`config.mk`:
```
export PLATFORM = sky130hd
export DESIGN_NAME = block_averager
export DESIGN_NICKNAME = d
export VERILOG_FILES = /design/src/rtl/block_averager.sv
export SDC_FILE = /design/constraint.sdc
export NUM_CORES = 1
export LEC_CHECK = 0
export ABC_AREA = 0
export ABC_CLOCK_PERIOD_IN_PS = 5000
export CORE_ASPECT_RATIO = 0.6
export CORE_MARGIN = 4
export CORE_UTILIZATION = 50
export DETAILED_ROUTE_END_ITERATION = 16
export PLACE_DENSITY = 0.81
export SLEW_MARGIN = 20
export SYNTH_ARGS = -nofsm -noshare
export SYNTH_HDL_FRONTEND = slang
export SYNTH_SLANG_ARGS = --single-unit
export TNS_END_PERCENT = 30
```
`constraint.sdc`:
```
create_clock -name clk -period 5 [get_ports clk]
set_input_delay 1 -clock clk [delete_from_list [all_inputs] [get_ports clk]]
set_output_delay 1 -clock clk [all_outputs]
set_load 0.02 [all_outputs]
```
`src/rtl/block_averager.sv`:
```
// block_averager: collects blocks of 2^G_LOG2_NSAMPLES signed samples
// and emits floor mean, minimum and maximum once per block.
module block_averager #(
  parameter int G_LOG2_NSAMPLES = 2
) (
  input  logic        clk,
  input  logic        rst,
  input  logic [31:0] data_in,
  input  logic        data_in_valid,
  output logic [31:0] avg_out,
  output logic [31:0] min_out,
  output logic [31:0] max_out,
  output logic        avg_out_valid
);

  localparam int N  = 1 << G_LOG2_NSAMPLES;
  localparam int CW = G_LOG2_NSAMPLES + 1;
  localparam int AW = 32 + G_LOG2_NSAMPLES;

  typedef enum logic {
    EMPTY,
    ACCUM
  } state_t;

  state_t                 state;
  state_t                 state_n;
  logic [CW-1:0]          count;
  logic [CW-1:0]          count_n;
  logic signed [AW-1:0]   acc;
  logic signed [AW-1:0]   acc_n;
  logic signed [31:0]     run_min;
  logic signed [31:0]     run_max;
  logic signed [31:0]     min_n;
  logic signed [31:0]     max_n;
  logic signed [31:0]     sample;
  logic signed [AW-1:0]   sample_ext;
  logic [31:0]            avg_n;
  logic                   done;

  assign sample     = signed'(data_in);
  assign sample_ext = AW'(sample);

  // The accumulator is wide enough that the shifted sum
  // always fits back into 32 bits.
  assign avg_n = 32'(acc_n >>> G_LOG2_NSAMPLES);

  // Next-state: fold an accepted sample into the running stats
  // and detect the sample that closes the block.
  always_comb begin
    state_n = state;
    count_n = count;
    acc_n   = acc;
    min_n   = run_min;
    max_n   = run_max;
    done    = 1'b0;
    if (data_in_valid) begin
      unique case (state)
        EMPTY: begin
          acc_n   = sample_ext;
          min_n   = sample;
          max_n   = sample;
          count_n = CW'(1);
          state_n = ACCUM;
        end
        ACCUM: begin
          acc_n   = acc + sample_ext;
          if (sample < run_min)
            min_n = sample;
          if (sample > run_max)
            max_n = sample;
          count_n = count + CW'(1);
        end
        default: ;
      endcase
      if (count == CW'(N - 1)) begin
        done    = 1'b1;
        count_n = '0;
        state_n = EMPTY;
      end
    end
  end

  // State, running stats and result registers; results only
  // change on the closing sample of a block.
  always_ff @(posedge clk) begin
    if (rst) begin
      state         <= EMPTY;
      count         <= '0;
      acc           <= '0;
      run_min       <= '0;
      run_max       <= '0;
      avg_out       <= '0;
      min_out       <= '0;
      max_out       <= '0;
      avg_out_valid <= 1'b0;
    end else begin
      state         <= state_n;
      count         <= count_n;
      acc           <= acc_n;
      run_min       <= min_n;
      run_max       <= max_n;
      avg_out_valid <= done;
      if (done) begin
        avg_out <= avg_n;
        min_out <= min_n;
        max_out <= max_n;
      end
    end
  end

endmodule

```
# After elaboration in Yosys (flattened, before gate mapping)
# Index checks and enable logic that the tools add are counted.
[word_totals]
latchBits = 0
wordCells = 29
out_inout_bits = 97
ramBits = 0
in_bits = 35
rom_bits = 0
reg_bits = 199
memories = 0
[op_classes]
n_bitwise = 1
n_shift = 0
magnitude_cmp = 2
addsub = 2
multipliers = 0
div = 0
n_eq_ne = 1
reduce_logical = 0
n_mux = 13
[ops]
columns = ["operator", "count"]
rows = [
  ["32-bit 2-to-1 mux", 4],
  ["32-bit case mux with 2 select lines", 2],
  ["34-bit case mux with 2 select lines", 1],
  ["34-bit by 32-bit adder with 34-bit output", 1],
  ["34-bit 2-to-1 mux", 1],
  ["32-bit > comparator", 1],
  ["32-bit < comparator", 1],
  ["3-bit case mux with 2 select lines", 1],
  ["3-bit by 1-bit adder with 3-bit output (second input constant)", 1],
  ["3-bit by 2-bit equality test with 1-bit output (second input constant)", 1],
  ["1-bit 2-to-1 mux", 3],
  ["3-bit 2-to-1 mux", 1],
  ["1-bit inverter", 1],
]

# Depth between registers and ports, before layout
[depth]
depth_word = 4
mapped_depth = 12
mapped_depth_nobuf = 10

# Worst setup path before layout
# Ideal clock, no wire load.
[synth_path]
path_kind = "input-to-reg"
from = "input port data_in[0]"
to = "register acc[32]"
t_required_ns = 4.914
n_path_buf = 0
setup_time_ns = 0.086
setup_slack_ns = 1.457
arrival_ns = 3.457
stages = 10
path_cell_list = "ha_1 -> fa_1 -> a211oi_1 -> o211ai_1 -> a221oi_2 -> o31ai_2 -> a31oi_4 -> o211ai_2 -> mux2_4 -> a211oi_1"
[synth_via]
elab_chain_len = 3
[synth_rtl]
columns = ["item", "line_no", "text"]
rows = [
  ["from (decl)", "8", "input logic [31:0] data_in,"],
  ["34-bit by 32-bit adder with 34-bit output", "66", "acc_n = acc + sample_ext;"],
  ["34-bit case mux with 2 select lines", "57", "unique case (state)"],
  ["34-bit 2-to-1 mux", "56", "if (data_in_valid) begin"],
  ["to (signal assigned)", "99", "acc <= acc_n;"],
  ["to (decl)", "29", "logic signed [AW-1:0] acc;"],
]
# No other way between the ends.
# A chain may end at the register's enable or synchronous reset.

# Worst setup path after layout
[layout_path]
from = "input port data_in[11]"
to = "register run_max[24]"
[layout_via]
elab_chain_len = 4
[layout_rtl]
columns = ["item", "line_no", "text"]
rows = [
  ["32-bit > comparator", "69", "if (sample > run_max)"],
  ["32-bit 2-to-1 mux", "69", ""],
  ["32-bit case mux with 2 select lines", "57", ""],
  ["32-bit 2-to-1 mux", "56", ""],
  ["to (signal assigned)", "101", "run_max <= max_n;"],
  ["to (decl)", "32", "logic signed [31:0] run_max;"],
]
# No other way between the ends.

==> reports/qor.csv <==
stage;metric;value;unit
run_status;status;finished, final reports clean;
timing;finalCritPeriodShare;83.7;%
global_route;grt_pass1_vias;9599;
clocking;clock_latency;0.45;ns
timing;totalNegativeSetupSlack;0;ns
final_layout;final_cell_mix;dfxtp_1 (198), a21oi_1 (187), nor2_1 (159);
timing;setup_viol;0;
clocking;numCtsBuffers;17;
clocking;cts_sinks;199;
clocking;clockBufferDepth;2;
yosys;synth_nets;1451;
yosys;yosys_warnings;0;
timing;worst_pin_slew;1.02;ns
floorplan;die-area;24400;um^2
detailed_routing;via_per_inst;5.98;
job;maxCapViolations;0;
worst_hold_path;hold_path_startpoint;avg_out[0];
clocking;h-tree-depth;4;
power;cellLeakagePower;5.39;nW
critical_path;worstRegToRegCells;10;
timing;relSlewSlack;32.0;%
timing;drv_slew;0;
global_route;grt_pass1_wl;52900;um
detailed_routing;wl_met2;13100;um
detailed_routing;drc;0;
critical_path;worstSetupStartpointType;input port;
floorplan;start_util;51.4;%
detailed_routing;route.met3.wl;3830;um
clocking;tritoncts;built;
timing;hold_viol;0;
critical_path;reg2reg_to;run_max[24];
power;switchingPower;1.28;mW
floorplan;pin_count;132;
timing;rsz0062_at_grt;no;
critical_path;path_max_fanout;18;
floorplan;die_h;123;um
yosys;syn_area;11000;um^2
detailed_routing;wl_per_cell;19.5;um
critical_path;criticalPathCategory;in2reg;
clocking;cts_setup_buffers;0;
floorplan;row_count;41;
floorplan;die_w;199;um
worst_hold_path;hold_end;avg_out[0];
detailed_routing;drtIter0Drc;991;
timing;fin_crit;4.19;ns
floorplan;coreArea;21300;um^2
detailed_routing;drtAntennaViolNets;0;
detailed_routing;totalWireLength;33600;um
clocking;cts_resized;0;
final_layout;syn2layout_area_growth;21.0;%
worst_hold_path;hold_path_class;reg2reg;
yosys;async_reset_ff_share;0;%
power;pwr-share-comb;22.2;%
critical_path;crit_required;5.29;ns
global_route;grt.overflow.total;0;
power;irDropWorstVdd;0.279;mV
global_route;grt_max_degree;97;
detailed_routing;num_vias;10301;
clocking;cts_root_buffer;clkbuf_16;
timing;fmax;0.239;GHz
yosys;yosys_register_bits;199;
detailed_routing;top_layer;met4;
detailed_routing;firstDrtPassIters;6;
yosys;netlist_instances;1317;
placed_design;place_hpwl;24500;um
yosys;synth_top_flop_cell;dfxtp_1;
detailed_routing;route.layer.met1.wl;16100;um
critical_path;reg2reg_from;run_max[11];
timing;skew;0.00822;ns
clocking;clkSlewWorstSetupHoldPaths;0.08;ns
final_layout;final_common_cell;dfxtp_1;
final_layout;drive_gt1_share;6.65;%
placed_design;io_buffers;131;
final_layout;diodes;0;
worst_hold_path;whs_path_depth;2;
power;p_clk_share;35.1;%
yosys;synth-edff-count;0;
critical_path;cp-end-kind;register;
yosys;synth_area_leaders;dfxtp_1 (36%), ha_1 (11%), a21oi_1 (8.5%);
critical_path;cp.arrival;4.48;ns
yosys;yosys.area.top_type_share;36.4;%
power;power_density;301;nW/um^2
final_layout;layout.nets;1564;
timing;worst_slack;0.814;ns
yosys;yosys.area.top_type;dfxtp_1;
power;p_seq_share;42.7;%
yosys;yosysSeqAreaShare;36.4;%
power;p_int;2.70;mW
global_route;antenna_found_initial;0;
power;p_sw_share;32.1;%
yosys;synth.distinct_cells;67;
global_route;grt.total_usage;27.4;%
placed_design;gp_routability_congestion;0.969;
yosys;syn_avg_cell_area;8.32;um^2
critical_path;reg2reg_slack;1.36;ns
clocking;postCtsHoldBufs;0;
placed_design;place_ws;0.454;ns
[power groups by stage]
stage | Combinational (mW) | Clock [mW] | Sequential, mW
floorplan | 0.592 | 0 | 1.72
global placement | 0.839 | 0 | 1.73
detailed placement | 0.861 | 0 | 1.73
CTS | 0.869 | 1.42 | 1.70
global route | 0.971 | 1.48 | 1.71
finish | 0.886 | 1.40 | 1.70
[critical path, cell delays in order]
cell and delay [ns]:
clkdlybuf4s50_1 0.42, ha_1 0.33, nand4_1 0.30, a2111o_1 0.44
o211ai_1 0.09, a211oi_1 0.19, nor3_4 0.87, buf_4 0.46
mux2i_1 0.28, nor2_1 0.09
[cells in the mapped netlist, types with 3 or more instances]
| cell type | instances |
|---|---|
| nand2b_1 | 8 |
| a211oi_1 | 57 |
| nand3_1 | 7 |
| nand2_1 | 66 |
| inv_1 | 78 |
| dfxtp_1 | 199 |
| o2111ai_1 | 3 |
| a21oi_1 | 187 |
| a41oi_1 | 3 |
| a311oi_1 | 9 |
| buf_2 | 10 |
| o21a_1 | 5 |
| nor2b_1 | 3 |
| o211ai_1 | 6 |
| clkbuf_1 | 65 |
| nor2_1 | 160 |
| or3_1 | 3 |
| nand4_1 | 19 |
| buf_1 | 5 |
| ha_1 | 98 |
| and2_1 | 3 |
| nor4_1 | 6 |
| a21o_1 | 10 |
| xnor2_1 | 16 |
| o21bai_1 | 4 |
| and3_1 | 7 |
| o21ai_0 | 107 |
| a31oi_1 | 18 |
| mux2i_1 | 82 |
| xor2_1 | 9 |
| nor3_1 | 14 |
[cells by family after synthesis]
group | after synthesis | share of synthesized area [%]
compound gates | 441 | 24.3
xor+xnor | 25 | 2.00
simple gates | 306 | 12.3
mux | 85 | 7.84
buf+inv | 162 | 5.73
flops | 199 | 36.4
fa+ha+maj | 99 | 11.4
[stage by stage]
step	total power, mW	hold WS, ns	cell area [um^2]	utilization (%)	cells
3_5_place_dp	2.59	0.461	12700	59.4	1690
5_1_grt	4.16	0.492	13200	62.2	1722
4_1_cts	3.98	0.471	13200	62.2	1722
2_1_floorplan	2.31	0.445	11000	-	1317
3_3_place_gp	2.57	0.457	12700	59.4	1690
6_report	3.98	0.467	13200	62.2	1722
[registers in the layout, summed over array words and instances (netlist names)]
name and count:
count 3, avg_out 32, run_min 32, min_out 32, avg_out_valid 1, run_max 32, acc 34, state 1
max_out 32
[cell type report]
| type | count | area (um^2) |
|---|---|---|
| clock buffer | 18 | 429 |
| clock inverter | 14 | 168 |
| fill | 1782 | 8040 |
| inverter | 80 | 300 |
| multi-input combinational | 956 | 6360 |
| sequential | 199 | 3990 |
| tap | 279 | 349 |
| timing repair buffer | 176 | 1650 |
[how the worst max path moves through the flow]
stage                        to  slack (ns)         from
floorplan               acc[32]        1.46   data_in[0]
global placement        acc[32]        0.53   data_in[0]
detailed placement      acc[32]        0.45   data_in[0]
CTS                 run_max[24]        0.86  data_in[26]
global route        run_max[24]        0.68  data_in[23]
finish              run_max[24]        0.81  data_in[11]
[routing by layer]
metal	track usage (%)	vias to the layer above
met1	41.6	4873
li1	-	4972
met2	36.5	411
met5	0	-
met3	9.99	45
met4	6.45	0
No activity file was read; power rests on OpenSTA's default activity.
